==> config.mk <==
export PLATFORM = sky130hd
export DESIGN_NAME = uart_tx_arbiter
export DESIGN_NICKNAME = d
export VERILOG_FILES = /design/src/rtl/uart_tx_arbiter.sv
export SDC_FILE = /design/constraint.sdc
export NUM_CORES = 1
export LEC_CHECK = 0
export CAP_MARGIN = 20
export CELL_PAD_IN_SITES_DETAIL_PLACEMENT = 1
export CELL_PAD_IN_SITES_GLOBAL_PLACEMENT = 1
export CORE_MARGIN = 1.5
export CORE_UTILIZATION = 30
export DETAILED_ROUTE_END_ITERATION = 12
export GPL_ROUTABILITY_DRIVEN = 0
export PLACE_DENSITY = 0.76
export REMOVE_ABC_BUFFERS = 1
export SYNTH_ARGS = -nofsm -noshare
export SYNTH_HDL_FRONTEND = slang
export SYNTH_SLANG_ARGS = --single-unit
==> constraint.sdc <==
create_clock -name clk_i -period 1.65 [get_ports clk_i]
set_input_delay 0.33 -clock clk_i [delete_from_list [all_inputs] [get_ports clk_i]]
set_output_delay 0.33 -clock clk_i [all_outputs]
set_load 0.1 [all_outputs]
==> src/rtl/uart_tx_arbiter.sv <==
// Packet-level round-robin arbiter feeding the shared UART TX FIFO push port.
// Define UART_TX_ARB_HDR_EN to prefix every packet with SYNC_BYTE and the channel ID.
module uart_tx_arbiter #(
  parameter int                    DATA_WIDTH = 8,
  parameter int                    N_REQ      = 2,
  parameter logic [DATA_WIDTH-1:0] SYNC_BYTE  = 8'hA5,
  parameter int                    TIMEOUT    = 1024
) (
  input  logic                          clk_i,
  input  logic                          rst_ni,
  input  logic [N_REQ-1:0]              req_i,
  input  logic [N_REQ-1:0]              valid_i,
  input  logic [N_REQ*DATA_WIDTH-1:0]   data_i,
  input  logic [N_REQ-1:0]              last_i,
  output logic [N_REQ-1:0]              ready_o,
  output logic [N_REQ-1:0]              gnt_o,
  input  logic                          fifo_full_i,
  output logic                          fifo_push_o,
  output logic [DATA_WIDTH-1:0]         fifo_push_data_o,
  output logic                          busy_o,
  output logic [$clog2(N_REQ)-1:0]      cur_ch_o,
  output logic                          timeout_err_o
);
  localparam int CW = $clog2(N_REQ);

  localparam logic [1:0] S_IDLE     = 2'd0;
`ifdef UART_TX_ARB_HDR_EN
  localparam logic [1:0] S_HDR_SYNC = 2'd1;
  localparam logic [1:0] S_HDR_ID   = 2'd2;
  localparam logic [1:0] S_FIRST    = S_HDR_SYNC;
`else
  localparam logic [1:0] S_FIRST    = 2'd3;
`endif
  localparam logic [1:0] S_STREAM   = 2'd3;

  logic [1:0]            state_q, state_d;
  logic [N_REQ-1:0]      gnt_q, gnt_d;
  logic [CW-1:0]         cur_q, cur_d;
  logic [CW-1:0]         rr_q, rr_d;
  logic                  pick_ok;
  logic [CW-1:0]         pick_idx;
  logic [CW:0]           cand;
  logic                  g_valid, g_last;
  logic [DATA_WIDTH-1:0] g_data;
  logic                  push, pkt_end, wd_expire;

  assign g_valid = valid_i[cur_q];
  assign g_last  = last_i[cur_q];
  assign g_data  = data_i[cur_q*DATA_WIDTH +: DATA_WIDTH];

  // Walk from farthest to nearest so the channel right after rr_q is written last and wins.
  always_comb begin
    pick_ok  = 1'b0;
    pick_idx = '0;
    cand     = '0;
    for (int k = N_REQ; k >= 1; k--) begin
      cand = {1'b0, rr_q} + (CW+1)'(k);
      if (cand >= (CW+1)'(N_REQ)) cand = cand - (CW+1)'(N_REQ);
      if (req_i[cand[CW-1:0]]) begin
        pick_ok  = 1'b1;
        pick_idx = cand[CW-1:0];
      end
    end
  end

  always_comb begin
    ready_o          = '0;
    push             = 1'b0;
    fifo_push_data_o = '0;
    case (state_q)
`ifdef UART_TX_ARB_HDR_EN
      S_HDR_SYNC: begin
        push             = ~fifo_full_i;
        fifo_push_data_o = SYNC_BYTE;
      end
      S_HDR_ID: begin
        push             = ~fifo_full_i;
        fifo_push_data_o = DATA_WIDTH'(cur_q);
      end
`endif
      S_STREAM: begin
        ready_o[cur_q]   = ~fifo_full_i;
        push             = g_valid & ~fifo_full_i;
        fifo_push_data_o = g_data;
      end
      default: ;
    endcase
  end

  assign pkt_end = ((state_q == S_STREAM) && push && g_last) || wd_expire;

  always_comb begin
    state_d = state_q;
    gnt_d   = gnt_q;
    cur_d   = cur_q;
    rr_d    = rr_q;
    case (state_q)
      S_IDLE: if (pick_ok) begin
        gnt_d           = '0;
        gnt_d[pick_idx] = 1'b1;
        cur_d           = pick_idx;
        state_d         = S_FIRST;
      end
`ifdef UART_TX_ARB_HDR_EN
      S_HDR_SYNC: if (push) state_d = S_HDR_ID;
      S_HDR_ID:   if (push) state_d = S_STREAM;
`endif
      S_STREAM: ;
      default: state_d = S_IDLE;
    endcase
    // The released channel becomes the pointer, so it searches last next time.
    if (pkt_end) begin
      state_d = S_IDLE;
      gnt_d   = '0;
      rr_d    = cur_q;
    end
  end

  always_ff @(posedge clk_i or negedge rst_ni) begin
    if (!rst_ni) begin
      state_q <= S_IDLE;
      gnt_q   <= '0;
      cur_q   <= '0;
      rr_q    <= CW'(N_REQ-1);
    end else begin
      state_q <= state_d;
      gnt_q   <= gnt_d;
      cur_q   <= cur_d;
      rr_q    <= rr_d;
    end
  end

  generate
    if (TIMEOUT > 0) begin : g_wd
      localparam int WW = $clog2(TIMEOUT+1);
      logic [WW-1:0] wd_q, wd_d;
      // A transfer in the expiry cycle keeps the packet alive.
      assign wd_expire = (state_q != S_IDLE) && !push && (wd_q == WW'(TIMEOUT-1));
      assign wd_d = (state_q == S_IDLE || push || wd_expire) ? '0 : wd_q + WW'(1);
      always_ff @(posedge clk_i or negedge rst_ni) begin
        if (!rst_ni) wd_q <= '0;
        else         wd_q <= wd_d;
      end
    end else begin : g_no_wd
      assign wd_expire = 1'b0;
    end
  endgenerate

  assign fifo_push_o   = push;
  assign gnt_o         = gnt_q;
  assign cur_ch_o      = cur_q;
  assign busy_o        = (state_q != S_IDLE);
  assign timeout_err_o = wd_expire;
endmodule

==> results of run 1 <==
-- registers in the layout, indices dropped and copies added, names as in the netlist --
name       flops
rr_q           1
state_q        1
g_wd.wd_q     11
cur_ch_o       1
gnt_o          2
-- how the worst min path moves through the flow --
stage                                          to  cells after the start
after detailed placement   g_wd.wd_q[7]$_DFF_PN0_                      2
after CTS                  g_wd.wd_q[5]$_DFF_PN0_                      2
after global placement    g_wd.wd_q[10]$_DFF_PN0_                      1
final                      g_wd.wd_q[7]$_DFF_PN0_                      2
after floorplan              cur_ch_o$_DFFE_PN0P_                      0
after global routing       g_wd.wd_q[5]$_DFF_PN0_                      2
-- timing repair --
action                     in CTS  in global routing
resized for setup              16                 11
setup endpoints to repair      13                 13
buffers inserted                4                  4
pin swaps                       1                  1
hold endpoints to repair        0                  0
-- cells by family (layout without fill, tap and decap cells) --
group	after synthesis	in the layout	share of synthesized area (%)
buffers and inverters	6	63	3.35
AND/OR/NAND/NOR	42	42	24.4
XOR/XNOR	8	8	7.22
multiplexers	11	11	13.3
adder cells (fa/ha/maj)	1	1	1.29
AO/OA/AOI/OAI	9	9	9.15
flip-flops	16	16	41.4
-- synth_stat cells --
library cell,number
o2bb2ai_4,1
mux2_4,1
nand4_4,1
nand3_1,3
nor2b_1,10
a22oi_1,1
dfrtp_1,15
o21ai_4,1
o21a_1,1
and3_1,3
nand2_1,3
xor2_1,6
xnor2_1,2
nand2b_1,2
buf_2,2
mux2i_4,1
nor2_1,14
nor3_1,1
inv_1,2
dfstp_2,1
nand4_1,2
buf_6,1
mux2_2,1
ha_1,1
and4_2,1
clkbuf_1,1
mux2i_1,8
and4_1,1
o21ai_0,1
a21o_1,1
nor2_2,1
a211oi_1,1
a21oi_1,2
-- final cells by class --
class / count / area (um^2) / area share [%]
tap: 44 / 55.1 / 3.04
clock buffer: 4 / 36.3 / 2.00
timing repair buffer: 57 / 708 / 39.1
inverter: 2 / 7.51 / 0.415
multi-input combinational: 71 / 599 / 33.1
sequential: 16 / 404 / 22.3
-- power breakdown --
group          internal, W  switching [W]
Combinational      0.00101        0.00150
Clock             0.000134       0.000123
Sequential        0.000499       0.000118
-- worst max-delay path, stage by stage (launching register included) --
cell and delay (ns):
dfrtp_1 0.37, ha_2 0.18, and3_4 0.21, nand4_4 0.12
nor2_4 0.12, buf_12 0.18
-- per-stage QoR --
stage | utilization (%) | power, W | TNS (ns) | cell area, um^2 | instances
after floorplan | - | 0.00202 | -27.50 | 946 | 89
after global placement | 53.6 | 0.00287 | -0.375 | 1640 | 183
after detailed placement | 53.6 | 0.00291 | -0.756 | 1640 | 183
after CTS | 57.5 | 0.00333 | -1.28 | 1760 | 191
after global routing | 59.3 | 0.00353 | -1.95 | 1810 | 194
final | 59.3 | 0.00338 | -1.04 | 1810 | 194
-- routing by layer --
metal	GRT usage, %	up-vias
li1	-	434
met1	24.0	432
met2	28.7	20
met3	4.55	4
met4	4.76	0
met5	0	-
==> flow_summary.yaml, run 1 <==
run_status:
  outcome: "finished with violations"
  failed_checks: "setup timing"
critical_path:
  rr_startpoint: "g_wd.wd_q[1]$_DFF_PN0_"
  cp-start-kind: "flop"
  cp-startpoint: "g_wd.wd_q[1]$_DFF_PN0_"
  cp-endpoint: "timeout_err_o"
  reg2reg_slack_ns: -0.07
  required_ns: 1.32
  cp-end-kind: "output port"
  critPathKind: "flop to output port"
  rr_endpoint: "rr_q$_DFFE_PN1P_"
  worstPathMaxFanout: 2
  cp.arrival_ns: 1.48
  reg2reg_depth: 7
detailed_routing:
  met2_wirelength_um: 1610
  highest_layer: "met4"
  final_antenna_net_count: 0
  drtIter0Drc: 25
  wl_per_cell_um: 15.6
  vias: 890
  vias_per_cell: 4.59
  route.detailed.drc: 0
  wl_met1_um: 1270
  routed_wl_um: 3020
  drt_pre_antenna_iters: 4
  routed-wl-met3_um: 88
clock_network:
  cts_buffers: 3
  clk_pin_slew_ns: 0.09
  clock_sinks: 16
  clk_latency_ns: 0.28
  cts_tree: "done"
  clockBufferDepth: 2
  holdBufCountCts: 0
  cts-root-buf: "clkbuf_4"
  cts_max_level: 1
pwr:
  p_leak_nw: 0.813
  p_per_area_mw_per_mm2: 1870
  peakVddDrop_v: 0.000959
synth:
  synth_top_area_share_pct: 38.7
  synth.area.top_cells: "dfrtp_1 39%, mux2i_1 8.2%, nor2b_1 6.4%"
  synth_cells: 93
  synth_area_leader_cell: "dfrtp_1"
  yosysSeqAreaShare_pct: 41.4
  synthesis.area_um2: 971
  avgSynthCellArea_um2: 10.4
  yosysWarnings: 0
  ys_types: 33
  synth_seq_cells: 16
layout:
  drive_above_1_share_pct: 42.0
  final_cell_mix: "24 x clkdlybuf4s50_1, 17 x buf_12, 14 x buf_4"
  diodes: 0
  areaGrowthSynthToFinish_pct: 86.5
  fill_cells: 326
  nets: 177
  final_common_cell: "clkdlybuf4s50_1"
die:
  die_y_um: 59.9
  die_x_um: 59.9
  start_util_pct: 31.8
  die_area_mm2: 0.00359
  core.rowCount: 20
  ios: 41
  coreArea_mm2: 0.00305
place:
  place.port_buffers: 40
  pre_cts_ws_ns: -0.170
  hpwl_um: 2260
grt:
  antenna_found_initial: 0
  grt_max_degree: 17
  grt_usage_pct: 18.0
  grt_first_pass_wirelength_um: 4750
  first_global_vias: 971
  overflow: 0
timing:
  drv_slew: 0
  fin_crit_sh_pct: 109
  hold_viol: 0
  finalSetupViolCount: 11
  worst_pin_slew_ns: 0.299
  relSlewSlack_pct: 80.0
  rsz0062_at_grt: "yes"
  whs_ns: 0.356
  setup_slack_ns: -0.156
  period_minus_slack_ns: 1.81
  max_freq_ghz: 0.554
  fin_skew_ns: 0.00117
job:
  max_cap_viol_count: 0
worst_hold_path:
  hold_path_class: "primary input to async pin"
(Power assumes the default switching activity.)
==> run 2, diff against run 1 <==
- SETUP_SLACK_MARGIN: default -> 0.15
==> run 2 against run 1 <==
The run still ends with setup timing left. Sequential share of layout area decreased by 1.8 points. Routed wire length is 29% higher. Non-clock buffer count rose by 6.
==> flow_summary.yaml, run 2 (synthesis results as in run 1) <==
clock_network:
  cts_max_level: 1
  cts-root-buf: "clkbuf_4"
  cts_tree: "done"
  clk_latency_ns: 0.29
  clk_pin_slew_ns: 0.10
  holdBufCountCts: 0
  clockBufferDepth: 2
  clock_sinks: 16
  cts_buffers: 3
pwr:
  p_total_w: 0.00365
  p_per_area_mw_per_mm2: 1860
  p_int_w: 0.00176
  seq_power_share_pct: 17.1
  peakVddDrop_v: 0.00124
  switching_share_pct: 51.8
  comb_power_share_pct: 75.6
  netSwitchingPower_w: 0.00189
  p_clk_share_pct: 7.3
  p_leak_nw: 0.851
layout:
  diodes: 0
  seq_area_um2: 404
  largest_reg_flops: 11
  areaGrowthSynthToFinish_pct: 102
  fill_cells: 323
  post-route-util_pct: 64.4
  top_register: "g_wd.wd_q"
  nets: 183
  multi_input_area_um2: 688
  drive_above_1_share_pct: 53.2
  final_common_cell: "clkdlybuf4s50_1"
  final_cell_mix: "23 x clkdlybuf4s50_1, 17 x buf_12, 14 x buf_4"
critical_path:
  critPathKind: "flop to output port"
  rr_startpoint: "g_wd.wd_q[4]$_DFF_PN0_"
  worstPathMaxFanout: 5
  cp.arrival_ns: 1.52
  critPathTopFamily: "simple AND/OR/NAND/NOR gates"
  reg2reg_slack_ns: -0.08
  rr_endpoint: "rr_q$_DFFE_PN1P_"
  worst-path-buf-inv: 1
  slowest_delay_ns: 0.46
  required_ns: 1.32
  worst_path_max_delay_cell: "dfrtp_1"
  path_depth: 4
  cp-end-kind: "output port"
  crit_chain: "and4_2, nand4_4, nor2_4, buf_12"
  cp-startpoint: "g_wd.wd_q[4]$_DFF_PN0_"
  cp-start-kind: "flop"
  reg2reg_depth: 6
  cp-endpoint: "timeout_err_o"
place:
  place.port_buffers: 40
  pre_cts_ws_ns: -0.170
  hpwl_um: 2260
timing:
  finalSetupViolCount: 13
  hold_viol: 0
  max_freq_ghz: 0.542
  worst_pin_slew_ns: 0.325
  period_minus_slack_ns: 1.85
  rsz0062_at_grt: "yes"
  fin_skew_ns: 0.00827
  setup_slack_ns: -0.197
  fin_crit_sh_pct: 112
  relSlewSlack_pct: 78.2
  drv_slew: 0
die:
  die_y_um: 59.9
  coreArea_mm2: 0.00305
  die_x_um: 59.9
  ios: 41
  die_area_mm2: 0.00359
  core.rowCount: 20
  start_util_pct: 31.8
run_status:
  failed_checks: "setup timing"
  outcome: "finished with violations"
detailed_routing:
  vias_per_cell: 4.80
  final_antenna_net_count: 0
  vias: 960
  routed_wl_um: 3910
  drtIter0Drc: 27
  drt_pre_antenna_iters: 4
  route.detailed.drc: 0
  wl_per_cell_um: 19.6
grt:
  antenna_found_initial: 0
  grt_max_degree: 17
  first_global_vias: 1033
  grt_first_pass_wirelength_um: 5480
  overflow: 0
  grt_usage_pct: 21.1
worst_hold_path:
  hold_path_class: "primary input to async pin"
job:
  max_cap_viol_count: 0
-- run 2: cell types whose count changed in the layout (fill, tap and decap cells not counted), moves of 3 or more --
| cell | before | now |
|---|---|---|
| buf_6 | 2 | 8 |
| nor2_1 | 11 | 1 |
| nor2_2 | 0 | 3 |
| nor2_4 | 4 | 11 |
-- run 2: how the worst min path moves through the flow --
stage                              endpoint               startpoint  slack [ns]
floorplan              cur_ch_o$_DFFE_PN0P_                   rst_ni        0.03
global placement    g_wd.wd_q[10]$_DFF_PN0_  g_wd.wd_q[10]$_DFF_PN0_        0.49
detailed placement   g_wd.wd_q[7]$_DFF_PN0_   g_wd.wd_q[7]$_DFF_PN0_        0.52
CTS                  g_wd.wd_q[5]$_DFF_PN0_                   rst_ni        0.34
global route         g_wd.wd_q[6]$_DFF_PN0_                   rst_ni        0.36
finish               g_wd.wd_q[6]$_DFF_PN0_                   rst_ni        0.35
-- run 2: worst register-to-register path: cells and delay by family, from the launching register on --
kind	cells	cell delay, ns
flops	1	0.46
simple gates	2	0.46
mux	1	0.32
buf+inv	2	0.26
compound gates	1	0.16
-- run 2: power by group through the flow --
| stage | Clock [W] | Sequential, W | Combinational [W] |
|---|---|---|---|
| final | 0.000268 | 0.000624 | 0.00276 |
| after global routing | 0.000289 | 0.000636 | 0.00285 |
| after global placement | 0 | 0.000597 | 0.00227 |
| after detailed placement | 0 | 0.000611 | 0.00230 |
| after CTS | 0.000276 | 0.000617 | 0.00262 |
| after floorplan | 0 | 0.000939 | 0.00108 |
-- run 2: routing by layer --
layer	wire, um	vias to the layer above	part of all wire, %	track usage [%]
met5	0	-	0	0
met4	42	0	1.1	5.08
met3	98	4	2.5	4.11
met2	2150	18	55	35.7
met1	1620	496	41	27.4
li1	-	442	-	-
-- run 2: area by class of cell --
class | count | share of cell area (%)
Inverter | 2 | 0.382
Multi-Input combinational cell | 71 | 35.0
Timing Repair Buffer | 63 | 39.4
Sequential cell | 16 | 20.6
Clock buffer | 4 | 1.85
Tap cell | 44 | 2.80
-- run 2: through the flow --
step                      instances  hold WS (ns)  instance area (um^2)  TNS (ns)
after detailed placement        183         0.520                  1640    -0.756
final                           200         0.350                  1970     -1.31
after CTS                       196         0.345                  1900     -1.47
after global placement          183         0.494                  1640    -0.375
after global routing            200         0.364                  1970     -2.16
after floorplan                  89        0.0344                   946    -27.50
-- run 2: repair_timing --
item | 4_1_cts | 5_1_grt
buffers inserted | 9 | 4
pin swaps | 10 | 3
endpoints found under the setup margin | 26 | 27
resized for setup | 45 | 12
hold endpoints to repair | 0 | 0
